[src/rtl/tlb_sv39_assoc_pkg.sv]
// Shared Sv39 TLB definitions: PTE flag positions, level codes, privilege encodings,
// controller states and the translation helper functions used by the entries and the top.
package tlb_sv39_assoc_pkg;

    localparam int PTE_V = 0;
    localparam int PTE_R = 1;
    localparam int PTE_W = 2;
    localparam int PTE_X = 3;
    localparam int PTE_U = 4;
    localparam int PTE_G = 5;
    localparam int PTE_A = 6;
    localparam int PTE_D = 7;

    localparam int VPN_W = 27;
    localparam int PPN_W = 44;

    localparam logic [1:0] LVL_4K = 2'd0;
    localparam logic [1:0] LVL_2M = 2'd1;
    localparam logic [1:0] LVL_1G = 2'd2;

    localparam logic [1:0] MSTATUS_MPP_U = 2'b00;
    localparam logic [1:0] MSTATUS_MPP_S = 2'b01;
    localparam logic [1:0] MSTATUS_MPP_M = 2'b11;

    typedef enum logic [1:0] {
        ST_IDLE      = 2'd0,
        ST_WALK_REQ  = 2'd1,
        ST_WALK_WAIT = 2'd2,
        ST_REFILL    = 2'd3
    } tlb_state_e;

    // Superpage entries only compare the VPN fields above their level.
    function automatic logic vpn_match(input logic [VPN_W-1:0] a, input logic [VPN_W-1:0] b,
                                       input logic [1:0] level);
        case (level)
            LVL_1G:  return a[26:18] == b[26:18];
            LVL_2M:  return a[26:9] == b[26:9];
            default: return a == b;
        endcase
    endfunction

    function automatic logic superpage_misaligned(input logic [PPN_W-1:0] ppn, input logic [1:0] level);
        case (level)
            LVL_4K:  return 1'b0;
            LVL_2M:  return ppn[8:0] != '0;
            LVL_1G:  return ppn[17:0] != '0;
            default: return 1'b1;
        endcase
    endfunction

    function automatic logic [PPN_W+11:0] make_pa(input logic [PPN_W-1:0] ppn, input logic [29:0] va,
                                                 input logic [1:0] level);
        logic [PPN_W-1:0] p;
        p = ppn;
        case (level)
            LVL_1G:  p[17:0] = va[29:12];
            LVL_2M:  p[8:0]  = va[20:12];
            default: p = ppn;
        endcase
        return {p, va[11:0]};
    endfunction

    function automatic logic perm_fault(input logic [7:0] f, input logic [1:0] priv, input logic sum,
                                        input logic mxr, input logic is_store, input logic is_exec);
        logic flt;
        if (is_exec)
            flt = !f[PTE_X];
        else if (is_store)
            flt = !(f[PTE_W] && f[PTE_D]);
        else
            flt = !(f[PTE_R] || (mxr && f[PTE_X]));
        if (!f[PTE_V] || !f[PTE_A])
            flt = 1'b1;
        if (priv == MSTATUS_MPP_U && !f[PTE_U])
            flt = 1'b1;
        if (priv == MSTATUS_MPP_S && f[PTE_U] && (is_exec || !sum))
            flt = 1'b1;
        return flt;
    endfunction

endpackage

[src/rtl/tlb_sv39_entry.sv]
// One TLB entry: tag/translation storage plus its lookup-hit and sfence-match logic.
module tlb_sv39_entry
    import tlb_sv39_assoc_pkg::*;
#(
    parameter int ASID_W = 16
) (
    input  logic              i_clk,
    input  logic              i_rst,
    input  logic              i_wr_en,
    input  logic [VPN_W-1:0]  i_wr_vpn,
    input  logic [PPN_W-1:0]  i_wr_ppn,
    input  logic [1:0]        i_wr_level,
    input  logic [ASID_W-1:0] i_wr_asid,
    input  logic [7:0]        i_wr_flags,
    input  logic              i_flush,
    input  logic              i_flush_asid_en,
    input  logic              i_flush_va_en,
    input  logic [ASID_W-1:0] i_flush_asid,
    input  logic [VPN_W-1:0]  i_flush_vpn,
    input  logic [VPN_W-1:0]  i_lk_vpn,
    input  logic [ASID_W-1:0] i_lk_asid,
    output logic              o_valid,
    output logic              o_hit,
    output logic [PPN_W-1:0]  o_ppn,
    output logic [1:0]        o_level,
    output logic [7:0]        o_flags
);

    logic              r_valid;
    logic [VPN_W-1:0]  r_vpn;
    logic [PPN_W-1:0]  r_ppn;
    logic [1:0]        r_level;
    logic [ASID_W-1:0] r_asid;
    logic [7:0]        r_flags;
    logic              w_glob;
    logic              w_flush_hit;

    assign w_glob = r_flags[PTE_G];

    assign o_hit = r_valid && (w_glob || (r_asid == i_lk_asid)) && vpn_match(r_vpn, i_lk_vpn, r_level);

    // Global entries survive an ASID-restricted flush.
    assign w_flush_hit = r_valid
                      && (!i_flush_asid_en || (!w_glob && (r_asid == i_flush_asid)))
                      && (!i_flush_va_en || vpn_match(r_vpn, i_flush_vpn, r_level));

    always_ff @(posedge i_clk) begin
        if (!i_rst)
            r_valid <= 1'b0;
        else if (i_wr_en)
            r_valid <= 1'b1;
        else if (i_flush && w_flush_hit)
            r_valid <= 1'b0;
    end

    always_ff @(posedge i_clk) begin
        if (i_wr_en) begin
            r_vpn   <= i_wr_vpn;
            r_ppn   <= i_wr_ppn;
            r_level <= i_wr_level;
            r_asid  <= i_wr_asid;
            r_flags <= i_wr_flags;
        end
    end

    assign o_valid = r_valid;
    assign o_ppn   = r_ppn;
    assign o_level = r_level;
    assign o_flags = r_flags;

endmodule

[src/rtl/tlb_sv39_assoc.sv]
// Fully-associative Sv39 TLB with superpages, selective sfence flush and an
// integrated miss handler that walks through the shared PTW port and refills round-robin.
module tlb_sv39_assoc
    import tlb_sv39_assoc_pkg::*;
#(
    parameter int ENTRIES = 8,
    parameter int ASID_W  = 16,
    parameter int PA_W    = 56
) (
    input  logic              i_clk,
    input  logic              i_rst,
    input  logic              i_xlate_en,
    input  logic [ASID_W-1:0] i_asid,
    input  logic [1:0]        i_priv,
    input  logic              i_sum,
    input  logic              i_mxr,
    input  logic [63:0]       i_req_va,
    input  logic              i_req_is_store,
    input  logic              i_req_is_exec,
    input  logic              i_req_valid,
    output logic              o_req_ready,
    output logic [63:0]       o_resp_pa,
    output logic              o_resp_fault,
    output logic              o_resp_valid,
    output logic [VPN_W-1:0]  o_ptw_req_vpn,
    output logic              o_ptw_req_valid,
    input  logic              i_ptw_req_ready,
    input  logic [63:0]       i_ptw_resp_pte,
    input  logic [1:0]        i_ptw_resp_level,
    input  logic              i_ptw_resp_fault,
    input  logic              i_ptw_resp_valid,
    input  logic              i_flush_valid,
    input  logic              i_flush_asid_en,
    input  logic              i_flush_va_en,
    input  logic [ASID_W-1:0] i_flush_asid,
    input  logic [VPN_W-1:0]  i_flush_vpn,
    output logic              o_flush_ready
);

    localparam int          IDX_W   = $clog2(ENTRIES);
    localparam logic [63:0] PA_MASK = (PA_W >= 64) ? '1 : ((64'd1 << PA_W) - 64'd1);

    tlb_state_e r_state, w_state_nxt;

    logic              r_resp_valid, r_resp_fault;
    logic [63:0]       r_resp_pa;
    logic [IDX_W-1:0]  r_rr_ptr;
    logic [38:0]       r_va;
    logic              r_is_store, r_is_exec, r_sum, r_mxr;
    logic [1:0]        r_priv;
    logic [ASID_W-1:0] r_asid;
    logic [PPN_W-1:0]  r_pte_ppn;
    logic [1:0]        r_pte_level;
    logic [7:0]        r_pte_flags;

    logic [ENTRIES-1:0] w_ent_valid, w_ent_hit, w_wr_en;
    logic [PPN_W-1:0]   w_ent_ppn   [ENTRIES];
    logic [1:0]         w_ent_level [ENTRIES];
    logic [7:0]         w_ent_flags [ENTRIES];

    logic              w_hit, w_bypass, w_canon, w_miss, w_accept, w_flush_go, w_walk_bad;
    logic [PPN_W-1:0]  w_hit_ppn;
    logic [1:0]        w_hit_level;
    logic [7:0]        w_hit_flags;
    logic              w_lk_fault;
    logic [63:0]       w_lk_pa;
    logic [IDX_W-1:0]  w_victim;
    logic              w_any_inv;
    logic              w_unused;

    assign w_unused = ^{i_ptw_resp_pte[63:54], i_ptw_resp_pte[9:8], w_hit_flags[PTE_G]};

    for (genvar g = 0; g < ENTRIES; g++) begin : g_ent
        tlb_sv39_entry #(.ASID_W(ASID_W)) u_ent (
            .i_clk           (i_clk),
            .i_rst           (i_rst),
            .i_wr_en         (w_wr_en[g]),
            .i_wr_vpn        (r_va[38:12]),
            .i_wr_ppn        (r_pte_ppn),
            .i_wr_level      (r_pte_level),
            .i_wr_asid       (r_asid),
            .i_wr_flags      (r_pte_flags),
            .i_flush         (w_flush_go),
            .i_flush_asid_en (i_flush_asid_en),
            .i_flush_va_en   (i_flush_va_en),
            .i_flush_asid    (i_flush_asid),
            .i_flush_vpn     (i_flush_vpn),
            .i_lk_vpn        (i_req_va[38:12]),
            .i_lk_asid       (i_asid),
            .o_valid         (w_ent_valid[g]),
            .o_hit           (w_ent_hit[g]),
            .o_ppn           (w_ent_ppn[g]),
            .o_level         (w_ent_level[g]),
            .o_flags         (w_ent_flags[g])
        );
    end

    // Lowest matching index wins; refill discipline keeps hits unique anyway.
    always_comb begin
        w_hit       = 1'b0;
        w_hit_ppn   = '0;
        w_hit_level = LVL_4K;
        w_hit_flags = '0;
        for (int i = ENTRIES - 1; i >= 0; i--) begin
            if (w_ent_hit[i]) begin
                w_hit       = 1'b1;
                w_hit_ppn   = w_ent_ppn[i];
                w_hit_level = w_ent_level[i];
                w_hit_flags = w_ent_flags[i];
            end
        end
    end

    always_comb begin
        w_victim  = r_rr_ptr;
        w_any_inv = 1'b0;
        for (int i = ENTRIES - 1; i >= 0; i--) begin
            if (!w_ent_valid[i]) begin
                w_victim  = IDX_W'(i);
                w_any_inv = 1'b1;
            end
        end
        w_wr_en = '0;
        if (r_state == ST_REFILL)
            w_wr_en[w_victim] = 1'b1;
    end

    assign w_bypass = !i_xlate_en || (i_priv == MSTATUS_MPP_M);
    assign w_canon  = (i_req_va[63:39] == {25{i_req_va[38]}});
    assign w_miss   = !w_bypass && w_canon && !w_hit;

    always_comb begin
        w_lk_fault = 1'b0;
        w_lk_pa    = i_req_va & PA_MASK;
        if (!w_bypass) begin
            if (!w_canon) begin
                w_lk_fault = 1'b1;
                w_lk_pa    = '0;
            end else begin
                w_lk_fault = perm_fault(w_hit_flags, i_priv, i_sum, i_mxr, i_req_is_store, i_req_is_exec);
                w_lk_pa    = {{(52 - PPN_W){1'b0}}, make_pa(w_hit_ppn, i_req_va[29:0], w_hit_level)} & PA_MASK;
            end
        end
    end

    assign w_walk_bad = i_ptw_resp_fault || superpage_misaligned(i_ptw_resp_pte[53:10], i_ptw_resp_level);

    always_comb begin
        w_state_nxt     = r_state;
        o_req_ready     = 1'b0;
        o_flush_ready   = 1'b0;
        o_ptw_req_valid = 1'b0;
        o_ptw_req_vpn   = '0;
        case (r_state)
            ST_IDLE: begin
                o_flush_ready = i_rst;
                o_req_ready   = i_rst && !i_flush_valid;
                if (i_req_valid && o_req_ready && w_miss)
                    w_state_nxt = ST_WALK_REQ;
            end
            ST_WALK_REQ: begin
                o_ptw_req_valid = i_rst;
                o_ptw_req_vpn   = i_rst ? r_va[38:12] : '0;
                if (i_ptw_req_ready)
                    w_state_nxt = ST_WALK_WAIT;
            end
            ST_WALK_WAIT: begin
                if (i_ptw_resp_valid)
                    w_state_nxt = w_walk_bad ? ST_IDLE : ST_REFILL;
            end
            default: w_state_nxt = ST_IDLE;
        endcase
    end

    assign w_accept   = i_req_valid && o_req_ready;
    assign w_flush_go = i_flush_valid && o_flush_ready;

    always_ff @(posedge i_clk) begin
        if (!i_rst)
            r_state <= ST_IDLE;
        else
            r_state <= w_state_nxt;
    end

    always_ff @(posedge i_clk) begin
        if (!i_rst) begin
            r_resp_valid <= 1'b0;
            r_resp_fault <= 1'b0;
            r_resp_pa    <= '0;
            r_rr_ptr     <= '0;
        end else begin
            r_resp_valid <= 1'b0;
            case (r_state)
                ST_IDLE: begin
                    if (w_accept && !w_miss) begin
                        r_resp_valid <= 1'b1;
                        r_resp_fault <= w_lk_fault;
                        r_resp_pa    <= w_lk_pa;
                    end
                end
                ST_WALK_WAIT: begin
                    if (i_ptw_resp_valid && w_walk_bad) begin
                        r_resp_valid <= 1'b1;
                        r_resp_fault <= 1'b1;
                        r_resp_pa    <= '0;
                    end
                end
                ST_REFILL: begin
                    r_resp_valid <= 1'b1;
                    r_resp_fault <= perm_fault(r_pte_flags, r_priv, r_sum, r_mxr, r_is_store, r_is_exec);
                    r_resp_pa    <= {{(52 - PPN_W){1'b0}}, make_pa(r_pte_ppn, r_va[29:0], r_pte_level)} & PA_MASK;
                    if (!w_any_inv)
                        r_rr_ptr <= (r_rr_ptr == IDX_W'(ENTRIES - 1)) ? '0 : r_rr_ptr + 1'b1;
                end
                default: ;
            endcase
        end
    end

    // The request context is captured at accept so a walk finishes with the
    // privilege/ASID it started with, regardless of later CSR changes.
    always_ff @(posedge i_clk) begin
        if (r_state == ST_IDLE && w_accept) begin
            r_va       <= i_req_va[38:0];
            r_is_store <= i_req_is_store;
            r_is_exec  <= i_req_is_exec;
            r_priv     <= i_priv;
            r_sum      <= i_sum;
            r_mxr      <= i_mxr;
            r_asid     <= i_asid;
        end
        if (r_state == ST_WALK_WAIT && i_ptw_resp_valid) begin
            r_pte_ppn   <= i_ptw_resp_pte[53:10];
            r_pte_level <= i_ptw_resp_level;
            r_pte_flags <= i_ptw_resp_pte[7:0];
        end
    end

    assign o_resp_valid = r_resp_valid;
    assign o_resp_fault = r_resp_fault;
    assign o_resp_pa    = r_resp_pa;

endmodule

[config.mk]
export PLATFORM = sky130hd
export DESIGN_NAME = tlb_sv39_assoc
export DESIGN_NICKNAME = d
export VERILOG_FILES = /design/src/rtl/tlb_sv39_assoc_pkg.sv /design/src/rtl/tlb_sv39_entry.sv /design/src/rtl/tlb_sv39_assoc.sv
export SDC_FILE = /design/constraint.sdc
export NUM_CORES = 1
export LEC_CHECK = 0
export BUFFER_PORTS_ARGS = -buffer_cell sky130_fd_sc_hd__buf_2
export CAP_MARGIN = 0
export CORE_ASPECT_RATIO = 1.75
export CORE_MARGIN = 10
export CORE_UTILIZATION = 30
export CTS_CLUSTER_DIAMETER = 40
export DETAILED_ROUTE_END_ITERATION = 8
export RECOVER_POWER = 25
export SYNTH_ARGS = -nofsm -noshare
export SYNTH_HDL_FRONTEND = slang
export SYNTH_SLANG_ARGS = --single-unit
[constraint.sdc]
create_clock -name i_clk -period 9.7 [get_ports i_clk]
set_clock_uncertainty 0.15 [all_clocks]
set_input_delay 1.94 -clock i_clk [delete_from_list [all_inputs] [get_ports i_clk]]
set_output_delay 1.94 -clock i_clk [all_outputs]
set_load 0.05 [all_outputs]
After elaboration in Yosys (flattened, before gate mapping)
Cells that the tools add are included.
{ "word_totals": {"in_bits": 205, "elab_cells": 439, "reg_bits": 970} }
{ "op_classes": {"addsub": 1, "bitwise_logic": 1, "order_cmp": 2, "n_mux": 122, "eq_ne": 99, "reduce_logical": 151} }
{ "ops": {"columns": ["op", "n"], "rows": [
  ["$eq 27x27->1", 16],
  ["$mux 44", 8],
  ["$eq 18x18->1", 16],
  ["$eq 16x16->1", 16],
  ["$pmux 64 s3", 1],
  ["$eq 9x9->1", 16],
  ["$mux 64", 2],
  ["$mux 56", 2],
  ["$mux 8", 9],
  ["$logic_and 1x1->1", 70],
  ["$mux 27", 2],
  ["$mux 1", 52],
  ["$mux 9", 4],
  ["$logic_or 1x1->1", 32],
  ["$pmux 1 s2", 16],
  ["$logic_not 1->1", 29],
  ["$eq 2x1->1 const B", 14],
  ["$eq 2x2->1 const B", 14],
  ["$mux 3", 9],
  ["$eq 25x25->1", 1],
  ["$mux 2", 12],
  ["$reduce_bool 18->1", 1],
  ["$reduce_bool 2->1", 8],
  ["$ne 2x2->1 const B", 5],
  ["14 further kinds", 21]
]} }

Longest topological paths before layout
{ "logic_depth": {"ltp_word": 24, "ltp_mapped": 22, "ltp_nobuf": 19} }

Cells and area by module
A second synthesis with hierarchy kept.
{ "unflattened": {"cells_unflattened": 2870, "area_unflattened_um2": 42154.2} }
{ "modules_own_cells": {"columns": ["mod", "cells_each", "instances", "area_each_um2", "seq_area_each_um2"], "rows": [
  ["tlb_sv39_entry", 234, 8, 4013.8, 2932.8],
  ["tlb_sv39_assoc", 998, 1, 10043.4, 4714.5]
]} }

Worst setup path before layout
Ideal clock, no wire load.
{ "synth_path": {"path_type": "input to register", "startpoint": "input port i_flush_valid", "endpoint": "register r_asid[0], enable pin", "required_ps": 8995, "arrival_time_ps": 6335, "setup_ps": 555, "n_path_buf": 0, "stages": 2, "setup_slack_ps": 2660, "path_cell_list": "nand3b_1 nor3_1"} }
{ "synth_via": {"elab_chain_len": 5} }
{ "synth_rtl": {"columns": ["element", "line", "source"], "rows": [
  ["start, declared", "tlb_sv39_assoc.sv:32", "input logic i_flush_valid,"],
  ["$logic_not 1->1", "tlb_sv39_assoc.sv:157", "o_req_ready = i_rst && !i_flush_valid;"],
  ["$logic_and 1x1->1", "tlb_sv39_assoc.sv:157", null],
  ["$mux 1", "tlb_sv39_assoc.sv:154", "case (r_state)"],
  ["$logic_and 1x1->1", "tlb_sv39_assoc.sv:175", "assign w_accept = i_req_valid && o_req_ready;"],
  ["$logic_and 1x1->1", "tlb_sv39_assoc.sv:223", "if (r_state == ST_IDLE && w_accept) begin"],
  ["end signal, assigned", "tlb_sv39_assoc.sv:230", "r_asid <= i_asid;"],
  ["end, declared", "tlb_sv39_assoc.sv:51", "logic [ASID_W-1:0] r_asid;"]
]} }
Every way passes these cells.
A chain may end at the register's enable or synchronous reset.

Final worst setup path
{ "layout_path": {"startpoint": "input port i_asid[0]", "endpoint": "register r_resp_pa[12] (netlist: o_resp_pa[12])"} }
{ "layout_via": {"elab_chain_len": 19, "elab_cells_between_ends": 70, "classes_between": "eq/ne: 11; mux: 29; reduce/logical: 30"} }
{ "layout_rtl": {"columns": ["element", "line", "source"], "rows": [
  ["start, declared", "tlb_sv39_assoc.sv:13", "input logic [ASID_W-1:0] i_asid,"],
  ["$eq 16x16->1", "tlb_sv39_entry.sv:40", "assign o_hit = r_valid && (w_glob || (r_asid == i_lk_asid)) && vpn_match(r_vpn, i_lk_vpn, r_level);"],
  ["$logic_or 1x1->1", "tlb_sv39_entry.sv:40", null],
  ["$logic_and 1x1->1 (2 in a row)", "tlb_sv39_entry.sv:40", null],
  ["$mux 2 (8 in a row)", "tlb_sv39_assoc.sv:105", "if (w_ent_hit[i]) begin"],
  ["$eq 2x1->1 / $eq 2x2->1 (equally long branches)", "tlb_sv39_assoc_pkg.sv:55", "case (level)"],
  ["$reduce_or 2->1 (no source line)", null, null],
  ["$mux 9", "tlb_sv39_assoc_pkg.sv:55", null],
  ["$mux 56", "tlb_sv39_assoc.sv:136", "if (!w_canon) begin"],
  ["$mux 56", "tlb_sv39_assoc.sv:135", "if (!w_bypass) begin"],
  ["$mux 64", "tlb_sv39_assoc.sv:195", "if (w_accept && !w_miss) begin"],
  ["$pmux 64 s3", "tlb_sv39_assoc.sv:193", "case (r_state)"],
  ["end signal, assigned", "tlb_sv39_assoc.sv:198", "r_resp_pa <= w_lk_pa;"],
  ["end signal, assigned", "tlb_sv39_assoc.sv:211", "r_resp_pa <= {{(52 - PPN_W){1'b0}}, make_pa(r_pte_ppn, r_va[29:0], r_pte_level)} & PA_MASK;"],
  ["end, declared", "tlb_sv39_assoc.sv:46", "logic [63:0] r_resp_pa;"]
]} }
Several ways; a longest one is shown, not always the timed one. The select of a mux whose other input is x is not followed.

==> impl_metrics.tcl <==
set metrics [dict create \
    status "completed" \
    setup_viol 0 \
    synthFlopType "edfxtp_1" \
    grt_pass1_vias 29580 \
    worst_slew_pin_slew_ns 1.182 \
    drv_cap 0 \
    multi_input_area_sq_um 14630 \
    crit_required_ns 10.19 \
    critical_path_class "primary input to register" \
    p_per_area_nw_per_um2 179.7 \
    cts_max_path_buffers 3 \
    place.gp.congestion 0.8654 \
    die_h_microns 526.6 \
    ys_ff_latch 962 \
    ir_drop_uv 147.2 \
    cts_tree "done" \
    die_area_sq_um 162900 \
    yosysSeqAreaShare 0.6406 \
    drt_first_pass_iters 7 \
    cp-end-kind "register" \
    synth_cells 3262 \
    finalMaxSlewViolations 0 \
    start_kind "primary input" \
    avgRoutedWirePerCell_microns 27.92 \
    grt_use_total 0.1826 \
    combPwrFrac 0.052 \
    fin_nets 3721 \
    crit_start "i_asid[0]" \
    synth_area_leaders "edfxtp_1, xor2_1, xnor2_1, dfxtp_1, nor4_1" \
    period_minus_slack_ns 7.161 \
    clkPwrFrac 0.449 \
    leakage_nw 17.02 \
    fmax_mhz 139.6 \
    portBuffers 280 \
    seq_power_share 0.499 \
    path_clk_slew_ns 0.06 \
    root_buffer "clkbuf_16" \
    cp_cell_sequence "buf_2 -> xor2_1 -> nor4_1 -> a41oi_1 -> or4_4 -> or3_4 -> a31oi_1 -> mux2_1 -> o21ai_1 -> a211oi_1 -> o21ai_1 -> a22o_1 -> ha_1 -> clkinv_1 -> nor2_1 -> o21ai_0 -> a21oi_1 -> a221oi_1 -> a21oi_1" \
    grt_antenna_before_repair 25 \
    dp_cells 5256 \
    post_cts_buffers 0 \
    period_share 0.7383 \
    yosys_warnings 0 \
    cts_buffers 108 \
    synth_commonest_cells "edfxtp_1, xor2_1, xnor2_1" \
    cp_data_arrival_time_ns 7.65 \
    syn_avg_cell_area_sq_um 13.49 \
    coreArea_sq_um 145600 \
    place_area_sq_um 47220 \
    power_switching_mw 2.206 \
    synth_top_cell_by_area "edfxtp_1" \
    fp-row-count 185 \
    layout_setup_ws_ns 2.539 \
    postLayoutCoreUtil 0.3492 \
    ctsHtreeMaxLevel 3 \
    critPathSlowestCell "nor2_1" \
    viasPerCell 5.273 \
    drc_errors 0 \
    drt_iter0_drc 2185 \
    ios 301 \
    slew_headroom 0.2045 \
    routed_wl_mm 152.6 \
    hold_buffers 0 \
    clock_latency_ns 0.74 \
    postRouteAntennaNets 0 \
    tns_ns 0 \
    final_cells 5466 \
    cpPeakStageDelay_ns 0.68 \
    synth_cell_types 84 \
    start_util 0.3021 \
    drive_gt1_frac 0.1610 \
    grt_setup_unrepaired "false" \
    dp_worst_setup_slack_ns 1.836 \
    syn_to_final_growth_pct 15.58 \
    dp_hpwl_mm 103.5 \
    grt_max_degree 82 \
    cts_repair_resize_count 0 \
    fill_cells 14070 \
    hp-start "o_resp_pa[1]" \
    grt-ovfl-total 0 \
    die_w_microns 309.5 \
    synth_area_sq_um 43990 \
    via_count 28820 \
    hold_violations 0 \
    cp_max_fo 40 \
    p_sw_frac 0.2414 \
    regArea_sq_um 28180 \
    synth_most_common_cell "edfxtp_1" \
    r2r-start "g_ent[6].u_ent.r_asid[13]" \
    final_area_sq_um 50840 \
    async_reset_ff_frac 0 \
    intPower_mw 6.932 \
    synth_edf_count 891 \
    cts_sinks 962 \
    min_path_type "register to register" \
    grt_pass1_wl_mm 215.1 \
    synth_top_area_share 0.6082 \
]
-- cells by family after synthesis --
kind of cell	count (synthesis)	share of synthesized area
AOI/OAI and AO/OA	625	0.09981
xor gates and xnor gates	688	0.1370
adders and majority gates	20	0.005689
buffers and inverters	290	0.03058
DFF	962	0.6406
muxes	23	0.005774
other	1	0.00008525
and+or+nand+nor	653	0.08053
-- layer usage --
layer / global-route usage / vias to the layer above / part of all wire / routed length [microns]
met1: 0.2129 / 14720 / 0.38 / 58350
met5: 0 / - / 0.00045 / 69
met4: 0.09283 / 8 / 0.052 / 8010
met3: 0.02706 / 283 / 0.057 / 8681
met2: 0.3213 / 1119 / 0.51 / 77470
li1: - / 12690 / - / -
-- state kept, by name (all words and copies together) (netlist names), 3 cells and up --
| signal | flops |
|---|---|
| r_pte_ppn | 44 |
| r_asid | 16 |
| r_rr_ptr | 3 |
| g_ent.u_ent.r_asid | 128 |
| g_ent.u_ent.o_ppn | 352 |
| g_ent.u_ent.o_valid | 8 |
| g_ent.u_ent.r_vpn | 216 |
| o_resp_pa | 56 |
| r_pte_flags | 8 |
| g_ent.u_ent.o_flags | 64 |
| g_ent.u_ent.o_level | 16 |
| r_va | 39 |
-- path summary, 6_finish.rpt --
kind         slack, ns  depth (start not counted)       endpoint
max               2.54                         19  o_resp_pa[12]
min               0.34                          1   o_resp_pa[1]
max reg2reg       3.61                         18  o_resp_pa[12]
min reg2reg       0.34                          1   o_resp_pa[1]
-- per-stage QoR --
stage          power [mW]  hold WS (ns)
5_1_grt             9.397        0.3584
2_1_floorplan       4.924        0.3599
3_5_place_dp        5.126        0.3304
3_3_place_gp        5.125        0.3284
4_1_cts             9.224        0.3487
6_report            9.138        0.3431
-- power by group through the flow --
stage	Combinational, mW	Clock [mW]	Sequential [mW]
after floorplan	0.257	0	4.67
after global placement	0.476	0	4.65
after detailed placement	0.477	0	4.65
after CTS	0.479	4.18	4.56
after global routing	0.505	4.33	4.56
final	0.476	4.10	4.56
-- worst max-delay path, delay by kind of cell --
kind / cells / cell delay [ns]
AO/OA/AOI/OAI: 10 / 2.10
XOR/XNOR: 1 / 0.13
adder cells (fa/ha/maj): 1 / 0.28
buffers and inverters: 2 / 0.62
multiplexers: 1 / 0.15
AND/OR/NAND/NOR: 4 / 2.41
-- final cells by class --
type | instances | share of cell area
flip-flops and latches | 962 | 0.5542
multi-input cells | 2017 | 0.2877
clock buffers | 127 | 0.05596
well taps | 1870 | 0.04602
repair buffers | 330 | 0.03509
clock inverters | 77 | 0.01501
inverters | 77 | 0.005685
diodes | 6 | 0.0002953
-- cell usage in the layout, fill, tap and decap left out, types with 35 or more instances in the layout --
cell,n
a22oi_1,49
buf_4,48
nand2_1,121
xnor2_1,279
a31oi_1,44
nand4_1,78
a311oi_1,45
edfxtp_1,891
nor2_1,88
o21ai_0,83
inv_1,76
and2_1,35
dfxtp_1,71
o211a_1,39
nor3_1,47
clkbuf_16,109
xor2_1,409
a21oi_1,113
nor4_1,97
buf_2,279
nand3_1,84
Power figures use the tool's default switching activity.
